--- src/rtl/vga_pkg.sv ---
// Shared definitions for the VGA raster timing generator: controller states,
// default 640x480 timing and a helper that sums the four segments of an axis.
package vga_pkg;

  typedef enum logic [1:0] {
    IDLE  = 2'd0,
    RUN   = 2'd1,
    DRAIN = 2'd2
  } vga_state_e;

  localparam int VGA_H_ACTIVE = 640;
  localparam int VGA_H_FP     = 16;
  localparam int VGA_H_SYNC   = 96;
  localparam int VGA_H_BP     = 48;
  localparam int VGA_V_ACTIVE = 480;
  localparam int VGA_V_FP     = 10;
  localparam int VGA_V_SYNC   = 2;
  localparam int VGA_V_BP     = 33;

  function automatic int vga_total(input int active, input int fp,
                                   input int sync, input int bp);
    return active + fp + sync + bp;
  endfunction

endpackage

--- src/rtl/vga_pix_div.sv ---
// Pixel-enable divider: produces a one-clk tick every CLK_DIV cycles while
// run is high; the count restarts from zero whenever run drops.
module vga_pix_div #(
  parameter int CLK_DIV = 4
) (
  input  logic clk,
  input  logic reset,
  input  logic run,
  output logic tick
);

  localparam int DW = (CLK_DIV > 1) ? $clog2(CLK_DIV) : 1;
  localparam logic [DW-1:0] DIV_LAST = DW'(CLK_DIV - 1);

  if (CLK_DIV < 1) begin : g_bad_div
    $error("CLK_DIV must be at least 1");
  end

  logic [DW-1:0] div;

  // Free-running modulo-CLK_DIV count, held at zero while not running.
  always_ff @(posedge clk or posedge reset) begin
    if (reset) begin
      div <= '0;
    end else if (!run || div == DIV_LAST) begin
      div <= '0;
    end else begin
      div <= div + DW'(1);
    end
  end

  assign tick = run && (div == DIV_LAST);

endmodule

--- src/rtl/vga_timing_gen.sv ---
// Parametrised VGA raster timing generator with pixel-enable strobe,
// start/drain control and registered sync/de/position/marker outputs.
// Optional feature: define VGA_TIMING_FRAME_CNT_EN to add a 16-bit frame_cnt
// output that counts frame_start pulses.
module vga_timing_gen
  import vga_pkg::*;
#(
  parameter int CLK_DIV  = 4,
  parameter int H_ACTIVE = VGA_H_ACTIVE,
  parameter int H_FP     = VGA_H_FP,
  parameter int H_SYNC   = VGA_H_SYNC,
  parameter int H_BP     = VGA_H_BP,
  parameter int V_ACTIVE = VGA_V_ACTIVE,
  parameter int V_FP     = VGA_V_FP,
  parameter int V_SYNC   = VGA_V_SYNC,
  parameter int V_BP     = VGA_V_BP,
  parameter bit HS_POL   = 1'b0,
  parameter bit VS_POL   = 1'b0,
  parameter int CW       = 11
) (
  input  logic          clk,
  input  logic          reset,
  input  logic          en,
  output logic          pix_tick,
  output logic          h_sync,
  output logic          v_sync,
  output logic          de,
  output logic [CW-1:0] x,
  output logic [CW-1:0] y,
  output logic          line_start,
  output logic          frame_start,
  output logic          busy
`ifdef VGA_TIMING_FRAME_CNT_EN
  ,
  output logic [15:0]   frame_cnt
`endif
);

  localparam int H_TOTAL = vga_total(H_ACTIVE, H_FP, H_SYNC, H_BP);
  localparam int V_TOTAL = vga_total(V_ACTIVE, V_FP, V_SYNC, V_BP);

  if (H_TOTAL >= (1 << CW)) begin : g_h_total_too_big
    $error("H_TOTAL does not fit in CW bits");
  end
  if (V_TOTAL >= (1 << CW)) begin : g_v_total_too_big
    $error("V_TOTAL does not fit in CW bits");
  end

  localparam logic [CW-1:0] H_LAST   = CW'(H_TOTAL - 1);
  localparam logic [CW-1:0] V_LAST   = CW'(V_TOTAL - 1);
  localparam logic [CW-1:0] H_ACT    = CW'(H_ACTIVE);
  localparam logic [CW-1:0] V_ACT    = CW'(V_ACTIVE);
  localparam logic [CW-1:0] HS_START = CW'(H_ACTIVE + H_FP);
  localparam logic [CW-1:0] HS_END   = CW'(H_ACTIVE + H_FP + H_SYNC);
  localparam logic [CW-1:0] VS_START = CW'(V_ACTIVE + V_FP);
  localparam logic [CW-1:0] VS_END   = CW'(V_ACTIVE + V_FP + V_SYNC);

  vga_state_e    state, state_nxt;
  logic          run;
  logic          tick;
  logic          frame_end;
  logic [CW-1:0] hc, vc;
  // High on the first clk a counter position is valid (after a tick or start).
  logic          pos_new;

  assign run       = (state != IDLE);
  assign busy      = run;
  assign frame_end = (hc == H_LAST) && (vc == V_LAST);

  vga_pix_div #(
    .CLK_DIV(CLK_DIV)
  ) u_pix_div (
    .clk  (clk),
    .reset(reset),
    .run  (run),
    .tick (tick)
  );

  // Controller state register.
  always_ff @(posedge clk or posedge reset) begin
    if (reset) begin
      state <= IDLE;
    end else begin
      state <= state_nxt;
    end
  end

  // Next state: start on en, drain to the end of the frame when en drops.
  always_comb begin
    state_nxt = state;
    case (state)
      IDLE:    if (en) state_nxt = RUN;
      RUN:     if (!en) state_nxt = DRAIN;
      DRAIN: begin
        if (en) begin
          state_nxt = RUN;
        end else if (tick && frame_end) begin
          state_nxt = IDLE;
        end
      end
      default: state_nxt = IDLE;
    endcase
  end

  // ---- stage 0: raster position counters ----
  // Horizontal/vertical position advance once per pixel tick.
  always_ff @(posedge clk or posedge reset) begin
    if (reset) begin
      hc <= '0;
      vc <= '0;
    end else if (state == IDLE) begin
      hc <= '0;
      vc <= '0;
    end else if (tick) begin
      if (hc == H_LAST) begin
        hc <= '0;
        vc <= (vc == V_LAST) ? '0 : vc + CW'(1);
      end else begin
        hc <= hc + CW'(1);
      end
    end
  end

  // Flags the first clk of each new position, including the one at start-up.
  always_ff @(posedge clk or posedge reset) begin
    if (reset) begin
      pos_new <= 1'b0;
    end else begin
      pos_new <= (state == IDLE) ? en : tick;
    end
  end

  // ---- stage 1: registered output decode ----
  // Sync/de/position/markers decoded from the counters, forced idle in IDLE.
  always_ff @(posedge clk or posedge reset) begin
    if (reset) begin
      pix_tick    <= 1'b0;
      h_sync      <= ~HS_POL;
      v_sync      <= ~VS_POL;
      de          <= 1'b0;
      x           <= '0;
      y           <= '0;
      line_start  <= 1'b0;
      frame_start <= 1'b0;
    end else if (state == IDLE) begin
      pix_tick    <= 1'b0;
      h_sync      <= ~HS_POL;
      v_sync      <= ~VS_POL;
      de          <= 1'b0;
      x           <= '0;
      y           <= '0;
      line_start  <= 1'b0;
      frame_start <= 1'b0;
    end else begin
      pix_tick    <= tick;
      h_sync      <= (hc >= HS_START && hc < HS_END) ? HS_POL : ~HS_POL;
      v_sync      <= (vc >= VS_START && vc < VS_END) ? VS_POL : ~VS_POL;
      de          <= (hc < H_ACT) && (vc < V_ACT);
      x           <= hc;
      y           <= vc;
      line_start  <= pos_new && (hc == '0);
      frame_start <= pos_new && (hc == '0) && (vc == '0);
    end
  end

`ifdef VGA_TIMING_FRAME_CNT_EN
  // Frame counter steps at the end of each clk in which frame_start is high.
  always_ff @(posedge clk or posedge reset) begin
    if (reset) begin
      frame_cnt <= 16'd0;
    end else if (frame_start) begin
      frame_cnt <= frame_cnt + 16'd1;
    end
  end
`endif

endmodule

--- config.mk ---
export PLATFORM = sky130hd
export DESIGN_NAME = vga_timing_gen
export DESIGN_NICKNAME = d
export VERILOG_FILES = /design/src/rtl/vga_pkg.sv /design/src/rtl/vga_pix_div.sv /design/src/rtl/vga_timing_gen.sv
export SDC_FILE = /design/constraint.sdc
export NUM_CORES = 1
export LEC_CHECK = 0
export ABC_AREA = 0
export CORE_ASPECT_RATIO = 1.75
export CORE_MARGIN = 2
export CORE_UTILIZATION = 56
export CTS_CLUSTER_SIZE = 30
export DETAILED_ROUTE_END_ITERATION = 7
export DONT_BUFFER_PORTS = 1
export PLACE_DENSITY = 0.74
export SLEW_MARGIN = 20
export SYNTH_ARGS = -nofsm -noshare
export SYNTH_HDL_FRONTEND = slang
export SYNTH_SLANG_ARGS = --single-unit
--- constraint.sdc ---
create_clock -name clk -period 1.9 [get_ports clk]
set_clock_uncertainty 0.1 [all_clocks]
set_input_delay 0.38 -clock clk [delete_from_list [all_inputs] [get_ports clk]]
set_output_delay 0.38 -clock clk [all_outputs]
set_load 0.005 [all_outputs]
; ---- Yosys cells after proc, flatten, opt, wreduce, memory -nomap -nowiden
; Cells that the tools add are included.
[classes]
n_addsub = 3
order_cmp = 6
n_eq_ne = 8
mux = 24
reduce_logical = 18
[ops]
columns = cell, n
row1 = $mux W11, 9
row2 = $add A11 B1 Y11 const B, 2
row3 = $eq A11 B10 Y1 const B, 2
row4 = $logic_not A11 Y1, 2
row5 = $lt A11 B10 Y1 const B, 2
row6 = $lt A11 B9 Y1 const B, 2
row7 = $ge A11 B10 Y1 const B, 1
row8 = $ge A11 B9 Y1 const B, 1
row9 = $mux W2, 5
row10 = $mux W1, 9
row11 = $logic_and A1 B1 Y1, 8
row12 = $pmux W2 S3, 1
row13 = $reduce_bool A2 Y1, 3
row14 = $eq A2 B2 Y1 const B, 2
row15 = $ne A2 B2 Y1 const B, 2
row16 = $ne A3 B3 Y1 const B, 1
row17 = $reduce_and A3 Y1, 1
row18 = $add A2 B1 Y2 const B, 1
row19 = $eq A2 B1 Y1 const B, 1
row20 = $logic_not A2 Y1, 1
row21 = $reduce_and A2 Y1, 1
row22 = $logic_not A1 Y1, 1
row23 = $logic_or A1 B1 Y1, 1
[totals]
ff_bits = 55
input_bits = 3
out_inout_bits = 29
elab_cells = 72

; ---- Logic depth before layout (Yosys ltp)
[depth]
depth_word = 6
mapped_depth = 6
ltp_nobuf = 6

; ---- Modules after synthesis
; A second synthesis with hierarchy kept.
[unflattened]
hier_cells = 234
area_unflattened_um2 = 2504.9
[by_module_without_submodules]
columns = module, instances, cells_per_inst, area_per_inst_um2, seq_area_each_um2
row1 = vga_timing_gen, 1, 227, 2409.8, 1328.8
row2 = vga_pix_div, 1, 7, 95.1, 50.0

; ---- Least setup slack after synthesis
; No wires, ideal clock.
[synth_path]
kind = register to register
start = register hc[5]
end = register vc[9]
setup_ns = 0.103
arrival_time_ns = 1.780
required_time_ns = 1.697
setup_slack_ns = -0.084
path_stages_with_launch = 6
n_path_buf = 1
synth_period_minus_slack_ns = 1.984
path_cell_list = dfrtp_1 > buf_6 > or4_4 > nor4_4 > nand2_4 > o41ai_2
[synth_via]
elab_chain_cells = 3
[synth_rtl]
columns = item, line_no
row1 = "start, declared", vga_timing_gen.sv:62  ; logic [CW-1:0] hc, vc;
row2 = "start signal, assigned", vga_timing_gen.sv:119  ; hc <= hc + CW'(1);
row3 = $eq A11 B10 Y1, vga_timing_gen.sv:115  ; if (hc == H_LAST) begin
row4 = $reduce_bool A2 Y1 (no line), --
row5 = $reduce_and A2 Y1 (no line), --
row6 = "end signal, assigned", vga_timing_gen.sv:117  ; vc <= (vc == V_LAST) ? '0 : vc + CW'(1);
row7 = "end, declared", vga_timing_gen.sv:62
; No other way between the ends.
; A chain may end at the register's enable or synchronous reset.

; ---- Worst setup path in the final report
[layout_path]
start = register state[0]
end = output port busy
[layout_via]
elab_chain_cells = 1
[layout_rtl]
columns = item, line_no
row1 = "start, declared", vga_timing_gen.sv:58  ; vga_state_e state, state_nxt;
row2 = "start signal, assigned", vga_timing_gen.sv:84  ; state <= state_nxt;
row3 = $reduce_bool A2 Y1, vga_timing_gen.sv:66  ; assign run = (state != IDLE);
row4 = "end, declared", vga_timing_gen.sv:32  ; output logic busy
; No other way between the ends.

==> results by group <==
Run status
  – Run status: complete, no violations

Global route
  – Largest net degree at the start of global routing: 27
  – GR Overflow Total: 0
  – Global-route wire length before repair: 9.280 mm
  – Vias in the first global route: 1,904
  – Initial antenna violation count: 0
  – Tot GR Track Use: 26.31%

Floorplan
  – Die height: 91.25 µm
  – Initial Util: 58.70%
  – # IOs: 32
  – Core area: 4150 µm²
  – Die W: 53.86 µm
  – Cell Rows: 31
  – Die area: 4914 µm²

Cells and area
  – Layout Cells excl Fill: 303
  – Commonest non-fill, non-tap cell in the layout: dfrtp_1
  – Area Overhead vs Synth: 14.38%
  – Final Util: 67.14%
  – Net count, final: 262
  – # diodes: 0
  – Filler instances: 328
  – Layout cells sized above 1: 19.69%
  – Most frequent cells in the layout: dfrtp_1, buf_4, and2_1, nor2_1, nand2_1

Timing
  – Tmin final: 1.821 ns
  – Final hold vios: 0
  – Fmax: 549.0 MHz
  – Hold slack: 0.03396 ns
  – Worst-margin pin slew: 0.5576 ns
  – Fin. max-slew vios: 0
  – Slew margin rel.: 62.75%
  – Setup-failing EPs final: 0
  – RSZ-0062 raised after global routing: true
  – Final period utilization: 95.86%

Synthesis
  – Syn Nets: 239
  – Post-synthesis cell type count: 40
  – Post-Synth XOR/XNOR Area: 2.517%
  – Syn Area/Cell: 10.59 µm²
  – Register bit count reported by yosys: 55
  – Cells after Synth: 230
  – Sequential element share of the synthesized area: 56.60%
  – Adder-Cell Fraction of Synth Area: 3.082%
  – Synth Area in Compound Gates: 10.89%
  – Synthesized area: 2436 µm²
  – Synth Area in Simple Gates: 23.37%
  – YS warnings: 0
  – Largest family of logic cells by synthesized area: simple AND/OR/NAND/NOR gates
  – Mux share of post-synthesis cell area: 0%

Power
  – Max IR drop VDD: 0.6415 mV
  – PwrDens: 742.4 nW/µm²
  – P_leak: 0.001282 µW

Placed design
  – IO Port Bufs: 0
  – Post-DP HPWL: 3.980 mm
  – Dpl cells: 293
  – Final GP Congestion: 0.9509

Route
  – Drt pass-1 iters: 4
  – Vias: 1,879
  – Avg WL per Cell: 18.01 µm
  – DRT iter0 DRCs: 46
  – Post-Route WL: 5.456 mm
  – Antenna Violating Nets Remaining: 0
  – Drt drc: 0
  – DR vias/cell: 6.201

Clock network
  – CTS Buf Count: 5
  – Reg clk slew, reported paths: 0.08 ns
  – Clk Latency, worst-skew pair: 0.31 ns
  – Longest Clk Path Bufs: 2
  – CTS tree: done
  – Root Buffer: clkbuf_8
  – Maximum level of the CTS H-tree: 2
  – Clk sinks: 55

Worst setup path
  – CP max FO: 21
  – CP Launch Type: flip-flop
  – Worst Path Required: 1.42 ns
  – Crit. End Element: output port
  – Worst Path Class, Setup: reg2out
  – Critical Path AT: 1.34 ns

Flow run
  – Max Cap Viol: 0

Min path
  – Hold Path Class: in2reg
-- area by class of cell --
class	instances	area, µm²	share of cell area, %
Tap cell	49	61.31	2.200
Sequential cell	55	1380	49.53
Multi-Input combinational cell	154	1008	36.19
Clock inverter	1	5.005	0.1796
Clock buffer	7	76.32	2.739
Timing Repair Buffer	27	217.7	7.813
Inverter	10	37.54	1.347
-- repair_timing --
action,CTS,global route
hold buffers,1,0
endpoints found under the hold margin,22,0
gates resized for setup,1,9
pin swaps,1,2
endpoints found under the setup margin,7,18
setup buffers,1,0
-- state kept, by name (all words and copies together), names as in the netlist --
signal and flops:
u_pix_div.div 2, de 1, frame_start 1, x 11, vc 11, h_sync 1, line_start 1, v_sync 1
pix_tick 1, hc 11, y 11, state 2, pos_new 1
-- path summary, 6_finish.rpt --
| kind | from | to | slack (ns) | cells after the start |
|---|---|---|---|---|
| worst max-delay path | state[0] | busy | 0.08 | 4 |
| max in group asynchronous | reset | state[1] | 0.53 | 3 |
| worst min register to register | u_pix_div.div[0] | u_pix_div.div[0] | 0.34 | 1 |
| min in group asynchronous | reset | x[7] | 0.47 | 2 |
| worst max register to register | hc[10] | vc[8] | 0.11 | 7 |
| worst min-delay path | en | state[1] | 0.03 | 1 |
-- synth_stat cells --
library cell / count / area share (%)
a21boi_0: 1 / 0.31
a21oi_1: 5 / 1.0
a22o_1: 1 / 0.36
a22oi_1: 1 / 0.31
a31oi_1: 10 / 2.6
a41oi_1: 3 / 1.1
and2_1: 18 / 4.6
and2_2: 1 / 0.31
and3_1: 2 / 0.51
and4_1: 4 / 1.4
and4b_1: 1 / 0.41
buf_1: 2 / 0.31
buf_6: 1 / 0.46
clkbuf_1: 8 / 1.2
dfrtp_1: 53 / 54
dfstp_2: 2 / 2.2
ha_1: 6 / 3.1
inv_1: 10 / 1.5
nand2_1: 17 / 2.6
nand2_4: 1 / 0.46
nand2b_1: 5 / 1.3
nand3_1: 11 / 2.3
nand3b_1: 1 / 0.31
nand4_1: 6 / 1.5
nor2_1: 19 / 2.9
nor2b_1: 1 / 0.26
nor3_1: 6 / 1.2
nor3b_1: 1 / 0.31
nor4_1: 6 / 1.5
nor4_4: 1 / 0.87
o211ai_1: 4 / 1.2
o21ai_0: 7 / 1.4
o21ba_2: 1 / 0.41
o21bai_1: 1 / 0.31
o22ai_1: 1 / 0.26
o31ai_1: 3 / 0.92
o41ai_2: 1 / 0.67
or4_4: 1 / 0.46
xnor2_1: 3 / 1.1
xor2_1: 4 / 1.4
-- metrics by stage --
stage | worst slack [ns] | setup TNS (ns) | instance area [µm²] | total power, µW
detailed placement | -0.02396 | -0.08126 | 2649 | 1472
CTS | 0.002905 | 0 | 2754 | 2075
global route | -0.04293 | -0.08136 | 2786 | 2168
global placement | 0.01604 | 0 | 2649 | 1465
floorplan | 0.03827 | 0 | 2436 | 1387
finish | 0.07860 | 0 | 2786 | 2069
-- per-layer routing --
| metal | GRT usage [%] | vias up | wire (µm) |
|---|---|---|---|
| met3 | 4.770 | 23 | 230 |
| met1 | 30.12 | 925 | 1925 |
| met5 | 0 | - | 0 |
| li1 | - | 854 | - |
| met4 | 17.95 | 0 | 328 |
| met2 | 42.17 | 77 | 2972 |
-- power breakdown --
group	switching [µW]	internal, µW
clock network	354	260
logic	134	77.9
registers	28.2	1220
total	516	1550
-- logic make-up (layout without fill, tap and decap cells) --
family / Yosys count / count (layout)
xor gates and xnor gates: 7 / 7
buffers and inverters: 21 / 45
and+or+nand+nor: 102 / 102
adders and majority gates: 6 / 6
DFF: 55 / 55
AOI/OAI and AO/OA: 39 / 39
-- critical path, cell delays in order (launching register included) --
cell and delay [ns]:
dfrtp_1 0.46, nor2_2 0.17, buf_12 0.16, inv_1 0.06
buf_4 0.19
Power figures use the tool's default switching activity.
